`src/rtl/cordic_pkg.sv`:
```
// Shared types and constants for the Cordic rotator and its request scheduler.
// The arctangent table is kept at 32-bit binary-angle precision and rounded to the data width.
package cordic_pkg;

    localparam int CORDIC_DW   = 10;
    localparam int CORDIC_LAT  = 10;
    localparam int CORDIC_NREQ = 4;
    localparam int TAG_W       = $clog2(CORDIC_NREQ);

    typedef logic [TAG_W-1:0] tag_t;

    typedef struct packed {
        logic signed [CORDIC_DW-1:0] x;
        logic signed [CORDIC_DW-1:0] y;
        logic signed [CORDIC_DW-1:0] a;
    } cordic_req_t;

    // atan(2^-stage) where 2^(dw-1) represents pi, rounded to nearest
    function automatic int cordic_atan(input int stage, input int dw);
        logic [31:0] c;
        case (stage)
            0:       c = 32'h2000_0000;
            1:       c = 32'h12E4_051E;
            2:       c = 32'h09FB_385B;
            3:       c = 32'h0511_11D4;
            4:       c = 32'h028B_0D43;
            5:       c = 32'h0145_D7E1;
            6:       c = 32'h00A2_F61E;
            7:       c = 32'h0051_7C55;
            8:       c = 32'h0028_BE53;
            9:       c = 32'h0014_5F2F;
            10:      c = 32'h000A_2F98;
            11:      c = 32'h0005_17CC;
            12:      c = 32'h0002_8BE6;
            13:      c = 32'h0001_45F3;
            default: c = 32'h0;
        endcase
        return int'((c + (32'd1 << (31 - dw))) >> (32 - dw));
    endfunction

endpackage

```
`src/rtl/cordic.sv`:
```
// Pipelined Cordic rotator, one micro-rotation per stage, output gain-compensated.
// Two guard bits absorb the ~1.647 Cordic gain before compensation.
module cordic import cordic_pkg::*; #(
    parameter int DW  = CORDIC_DW,
    parameter int NST = CORDIC_LAT
) (
    input  logic                 clk,
    input  logic                 rst,
    input  logic                 en,
    input  logic signed [DW-1:0] xin,
    input  logic signed [DW-1:0] yin,
    input  logic signed [DW-1:0] ain,
    output logic signed [DW-1:0] xout,
    output logic signed [DW-1:0] yout,
    output logic signed [DW-1:0] arem
);

    localparam int IW = DW + 2;

    logic signed [IW-1:0] x_q [NST];
    logic signed [IW-1:0] y_q [NST];
    logic signed [DW-1:0] z_q [NST];
    logic signed [IW-1:0] x_in [NST];
    logic signed [IW-1:0] y_in [NST];
    logic signed [DW-1:0] z_in [NST];
    logic signed [IW-1:0] x_d [NST];
    logic signed [IW-1:0] y_d [NST];
    logic signed [DW-1:0] z_d [NST];

    for (genvar gi = 0; gi < NST; gi++) begin : g_stage
        localparam logic signed [DW-1:0] ATAN = DW'(cordic_atan(gi, DW));
        logic neg;
        if (gi == 0) begin : g_first
            assign x_in[gi] = IW'(xin);
            assign y_in[gi] = IW'(yin);
            assign z_in[gi] = ain;
        end else begin : g_chain
            assign x_in[gi] = x_q[gi-1];
            assign y_in[gi] = y_q[gi-1];
            assign z_in[gi] = z_q[gi-1];
        end
        // rotate towards zero residual angle
        assign neg      = z_in[gi][DW-1];
        assign x_d[gi]  = neg ? x_in[gi] + (y_in[gi] >>> gi) : x_in[gi] - (y_in[gi] >>> gi);
        assign y_d[gi]  = neg ? y_in[gi] - (x_in[gi] >>> gi) : y_in[gi] + (x_in[gi] >>> gi);
        assign z_d[gi]  = neg ? z_in[gi] + ATAN : z_in[gi] - ATAN;
    end

    always_ff @(posedge clk or posedge rst) begin
        if (rst) begin
            for (int i = 0; i < NST; i++) begin
                x_q[i] <= '0;
                y_q[i] <= '0;
                z_q[i] <= '0;
            end
        end else if (en) begin
            for (int i = 0; i < NST; i++) begin
                x_q[i] <= x_d[i];
                y_q[i] <= y_d[i];
                z_q[i] <= z_d[i];
            end
        end
    end

    // 1/K ~= 2^-1 + 2^-4 + 2^-5 + 2^-7 + 2^-9
    function automatic logic signed [IW-1:0] gain_comp(input logic signed [IW-1:0] v);
        return (v >>> 1) + (v >>> 4) + (v >>> 5) + (v >>> 7) + (v >>> 9);
    endfunction

    assign xout = DW'(gain_comp(x_q[NST-1]));
    assign yout = DW'(gain_comp(y_q[NST-1]));
    assign arem = z_q[NST-1];

endmodule

```
`src/rtl/rr_arbiter.sv`:
```
// Combinational round-robin arbiter: first requester at or after ptr_i wins, wrapping modulo N.
module rr_arbiter #(
    parameter int N = 4,
    localparam int IW = $clog2(N)
) (
    input  logic [N-1:0]  req_i,
    input  logic [IW-1:0] ptr_i,
    input  logic          en_i,
    output logic [N-1:0]  gnt_o,
    output logic [IW-1:0] gnt_idx_o
);

    always_comb begin
        logic [IW-1:0] idx;
        logic          found;
        gnt_o     = '0;
        gnt_idx_o = '0;
        idx       = '0;
        found     = 1'b0;
        for (int k = 0; k < N; k++) begin
            idx = IW'((int'(ptr_i) + k) % N);
            if (en_i && !found && req_i[idx]) begin
                found      = 1'b1;
                gnt_o[idx] = 1'b1;
                gnt_idx_o  = idx;
            end
        end
    end

endmodule

```
`src/rtl/cordic_sched.sv`:
```
// Round-robin scheduler sharing one pipelined Cordic among NREQ requesters.
// A tag pipe tracks the owner of each in-flight op; a blocked head response freezes everything.
module cordic_sched import cordic_pkg::*; #(
    parameter int NREQ = 4,
    parameter int DW   = 10,
    parameter int LAT  = 10
) (
    input  logic               clk,
    input  logic               rst_n,
    input  logic [NREQ-1:0]    req_valid,
    output logic [NREQ-1:0]    req_ready,
    input  logic [NREQ*DW-1:0] req_x,
    input  logic [NREQ*DW-1:0] req_y,
    input  logic [NREQ*DW-1:0] req_a,
    output logic [NREQ-1:0]    rsp_valid,
    input  logic [NREQ-1:0]    rsp_ready,
    output logic [DW-1:0]      rsp_x,
    output logic [DW-1:0]      rsp_y,
    output logic [DW-1:0]      rsp_arem,
    output logic               busy
);

    localparam int TW = $clog2(NREQ);

    logic [LAT-1:0]       vld_q;
    logic [TW-1:0]        tag_q [LAT];
    logic [TW-1:0]        ptr_q;
    logic [TW-1:0]        ptr_d;
    logic [TW-1:0]        gnt_idx;
    logic [TW-1:0]        head_tag;
    logic [NREQ-1:0]      gnt;
    logic                 head_v;
    logic                 stall;
    logic                 grant_any;
    logic signed [DW-1:0] core_x;
    logic signed [DW-1:0] core_y;
    logic signed [DW-1:0] core_a;

    assign head_v   = vld_q[LAT-1];
    assign head_tag = tag_q[LAT-1];
    assign stall    = head_v && !rsp_ready[head_tag];

    rr_arbiter #(.N(NREQ)) u_arb (
        .req_i     (req_valid),
        .ptr_i     (ptr_q),
        .en_i      (rst_n && !stall),
        .gnt_o     (gnt),
        .gnt_idx_o (gnt_idx)
    );

    assign grant_any = |gnt;
    assign req_ready = gnt;

    always_comb begin
        core_x = '0;
        core_y = '0;
        core_a = '0;
        ptr_d  = ptr_q;
        if (grant_any) begin
            core_x = req_x[gnt_idx*DW +: DW];
            core_y = req_y[gnt_idx*DW +: DW];
            core_a = req_a[gnt_idx*DW +: DW];
            ptr_d  = (gnt_idx == TW'(NREQ - 1)) ? '0 : gnt_idx + 1'b1;
        end
    end

    always_ff @(posedge clk or negedge rst_n) begin
        if (!rst_n) begin
            vld_q <= '0;
            ptr_q <= '0;
            for (int i = 0; i < LAT; i++) tag_q[i] <= '0;
        end else if (!stall) begin
            vld_q    <= {vld_q[LAT-2:0], grant_any};
            tag_q[0] <= gnt_idx;
            for (int i = 1; i < LAT; i++) tag_q[i] <= tag_q[i-1];
            ptr_q    <= ptr_d;
        end
    end

    always_comb begin
        rsp_valid = '0;
        if (head_v) rsp_valid[head_tag] = 1'b1;
    end

    assign busy = |vld_q;

    cordic #(.DW(DW), .NST(LAT)) u_cordic (
        .clk  (clk),
        .rst  (~rst_n),
        .en   (!stall),
        .xin  (core_x),
        .yin  (core_y),
        .ain  (core_a),
        .xout (rsp_x),
        .yout (rsp_y),
        .arem (rsp_arem)
    );

endmodule

```
`config.mk`:
```
export PLATFORM = sky130hd
export DESIGN_NAME = cordic_sched
export DESIGN_NICKNAME = d
export VERILOG_FILES = /design/src/rtl/cordic_pkg.sv /design/src/rtl/cordic.sv /design/src/rtl/rr_arbiter.sv /design/src/rtl/cordic_sched.sv
export SDC_FILE = /design/constraint.sdc
export NUM_CORES = 2
export LEC_CHECK = 0
export ABC_AREA = 1
export BUFFER_PORTS_ARGS = -buffer_cell sky130_fd_sc_hd__buf_4
export CAP_MARGIN = 20
export CORE_UTILIZATION = 58
export CTS_CLUSTER_DIAMETER = 200
export DETAILED_ROUTE_END_ITERATION = 16
export GPL_TIMING_DRIVEN = 0
export PLACE_DENSITY_LB_ADDON = 0.05
export SLEW_MARGIN = 40
export SYNTH_ARGS = -nofsm -noshare
export SYNTH_HDL_FRONTEND = slang
export SYNTH_HIERARCHICAL = 1
export SYNTH_SLANG_ARGS = --single-unit
```
`constraint.sdc`:
```
create_clock -name clk -period 9.1 [get_ports clk]
set_input_delay 0 -clock clk [delete_from_list [all_inputs] [get_ports clk]]
set_output_delay 0 -clock clk [all_outputs]
set_load 0.1 [all_outputs]
```
==> results.cfg <==
[clock_tree]
clkSinkCount = 367
tritoncts = yes
cts.clk_slew.worst_paths_ns = 0.06
htreeDepth = 2
root_buffer = clkbuf_16
cts_buffers = 45
clock_latency_ns = 0.61
clk_path_buf_depth = 3

[worst_hold_path]
worstHoldEndpoint = u_cordic/z_in[82]
min_path_cells = 5
min_from = req_a[32]
hold_class = in2reg

[grt]
grt_first_pass_wirelength_um = 167900
met2_usage = 0.5827
grt.total_usage = 0.3498
grt_pass1_vias = 32470
grt_antenna_before_repair = 3
met1_usage = 0.4702
overflow = 0
grt_max_degree = 33
met3_usage = 0.04330
busiest_layer = met2

[synthesis]
syn_area_um2 = 34150
syn_avg_cell_area_um2 = 6.814
yosysUniqueCellTypes = 50
synth_top_area_cell = dfrtp_1
synthArstFlopShare = 1.000
synth_area_leaders = dfrtp_1 (27%), nand2_1 (15%), ha_1 (13%)
synth-seq-cells = 367
synth_ff_type = dfrtp_1
synth-seq-area-share = 0.2689
synth_fp_nets = 5559
synth_edf_count = 0
synth_top_area_share = 0.2689
syn_inst = 5012
ys_warn_count = 6

[cells_and_area]
num-nets-final = 5813
areaGrowthSynthToFinish_pct = 12.86
diodes = 0
drive_above_1_share = 0.08525

[routing]
drt-initial-drc-count = 3013
firstDrtPassIters = 8
via_count = 34070
viasPerCell = 5.615
drc = 0
ant_nets = 0
finalWirelength_um = 104000
drt-wirelength-per-cell_um = 17.14

[run]
maxCapViolCount = 0

[sta]
setup_slack_ns = 3.649
finalMaxSlewViolations = 0
tightestPinTransition_ns = 0.8936
relSlewSlack = 0.4043
setup_viol = 0
min_period_ns = 5.451
rsz0062_at_grt = no
hold_viol_final = 0
finClkSkew_ns = 0.03818
final.setup.tns_ns = 0
max_freq_ghz = 0.1835
fin_crit_sh = 0.5990

[critical_path]
r2r_setup_slack_ns = 3.65
r2r_cells = 28
worstPathArrival_ns = 5.91
worstReg2RegEnd = u_cordic/x_in[102]
worstReg2RegStart = head_tag[0]
critPathMaxFanout = 10
cp-start-kind = register
cp.required_ns = 9.56
max_stage_delay_ns = 0.56
worst-setup-path-type = reg2reg
slowest_stage = dlygate4sd3_1
crit_top_cell = nand2_1
endpoint_kind = register

[floorplanning]
die_area_um2 = 59860
die_h_um = 244.7
initial_core_util = 0.5897
dieWidth_um = 244.7
core_um2 = 57920
ios = 169
rows = 88

[placement]
numPortBuffers = 168
dp_hpwl_um = 81500
gp_congestion = 0.9520
dp_slack_ns = 4.038

[status]
outcome = completed
==> metrics by stage <==
step / area, um2 / util / hold WS, ns / instances
final: 38540 / 0.6655 / 0.01629 / 6067
after global routing: 38540 / 0.6655 / 0.008334 / 6067
after CTS: 38540 / 0.6655 / 0.003572 / 6067
after detailed placement: 36770 / 0.6349 / -0.03574 / 5961
after global placement: 36370 / 0.6280 / -0.03587 / 5945
after floorplan: 34160 / - / -0.2956 / 5012
==> logic make-up (layout without fill, tap and decap cells) <==
group | after synthesis | after routing | synth area share
buf+inv | 820 | 1110 | 0.09614
compound gates | 868 | 868 | 0.1377
simple gates | 2394 | 2394 | 0.2938
fa+ha+maj | 417 | 417 | 0.1655
flops | 367 | 367 | 0.2689
xor+xnor | 146 | 146 | 0.03788
==> routing by layer <==
metal	up-vias	wire (um)	share of wire
li1	16900	-	-
met1	15970	46330	0.45
met2	994	47810	0.46
met3	207	6411	0.062
met4	2	3450	0.033
met5	-	8	0.000077
==> state kept, by name, summed over array words and instances (netlist names), 10 cells and up <==
register,flops
tag_q,18
u_cordic/arem,10
u_cordic/x_in,107
u_cordic/x_q,11
u_cordic/y_in,106
u_cordic/y_q,11
u_cordic/z_in,81
vld_q,10
==> layout make-up <==
type                    count  area, um2
fillers                  5338      19370
inverters                 688       2586
well taps                 765      957.2
flip-flops and latches    367       9184
plain buffers             132      708.2
clock buffers              61       1286
repair buffers            207       1889
clock inverters            22      247.7
multi-input cells        3825      21680
==> critical path: cells and delay by family, from the launching register on <==
kind | cells | cell delay [ns]
buf+inv | 8 | 1.70
simple gates | 14 | 1.45
compound gates | 5 | 1.21
fa+ha+maj | 1 | 0.47
flops | 1 | 0.44
==> worst max-delay path by stage <==
| stage | to | start | slack [ns] | cells past startpoint |
|---|---|---|---|---|
| 6_report | u_cordic/x_in[102] | head_tag[0] | 3.65 | 28 |
| 5_1_grt | u_cordic/x_in[102] | head_tag[0] | 3.04 | 28 |
| 4_1_cts | u_cordic/y_in[100] | head_tag[0] | 3.69 | 27 |
| 3_5_place_dp | u_cordic/y_in[100] | ptr_q[0] | 4.04 | 25 |
| 3_3_place_gp | u_cordic/y_in[83] | rst_n | 2.17 | 3 |
| 2_1_floorplan | u_cordic/x_in[102] | ptr_q[0] | 4.44 | 25 |
==> cell usage after synthesis, types with 4 or more instances <==
cell / count
nand2_1: 1336
inv_1: 677
nand3_1: 455
nor2_1: 415
o21ai_0: 396
dfrtp_1: 367
ha_1: 359
a21oi_1: 279
xor2_1: 107
nand4_1: 76
a31oi_1: 66
buf_2: 60
fa_1: 58
clkbuf_1: 44
or2_2: 44
nor3_1: 37
xnor2_1: 37
o21ai_1: 24
o21ai_2: 24
o21bai_1: 19
o22ai_1: 15
buf_6: 13
a21o_1: 12
o31ai_1: 11
inv_2: 9
buf_4: 7
a21boi_0: 6
a22oi_1: 6
nand2_2: 6
buf_1: 5
nor2_2: 5
nand2b_1: 4
or2_1: 4
==> timing repair <==
action,in CTS,in global routing
hold buffers,23,0
endpoints found under the hold margin,45,0
gates resized for setup,0,0
setup endpoints to repair,0,0
buffers inserted,0,0
==> placed cells by master (no fill, tap or decap), types with 107 or more instances in the layout <==
cell	Yosys	routed
a21oi_1	279	279
buf_4	7	175
dfrtp_1	367	367
ha_1	359	359
inv_1	677	676
nand2_1	1336	1336
nand3_1	455	455
nor2_1	415	415
o21ai_0	396	396
xor2_1	107	107
Power is not shown: default switching activity piles up to over one toggle a cycle in this logic, so the estimate is an artifact.
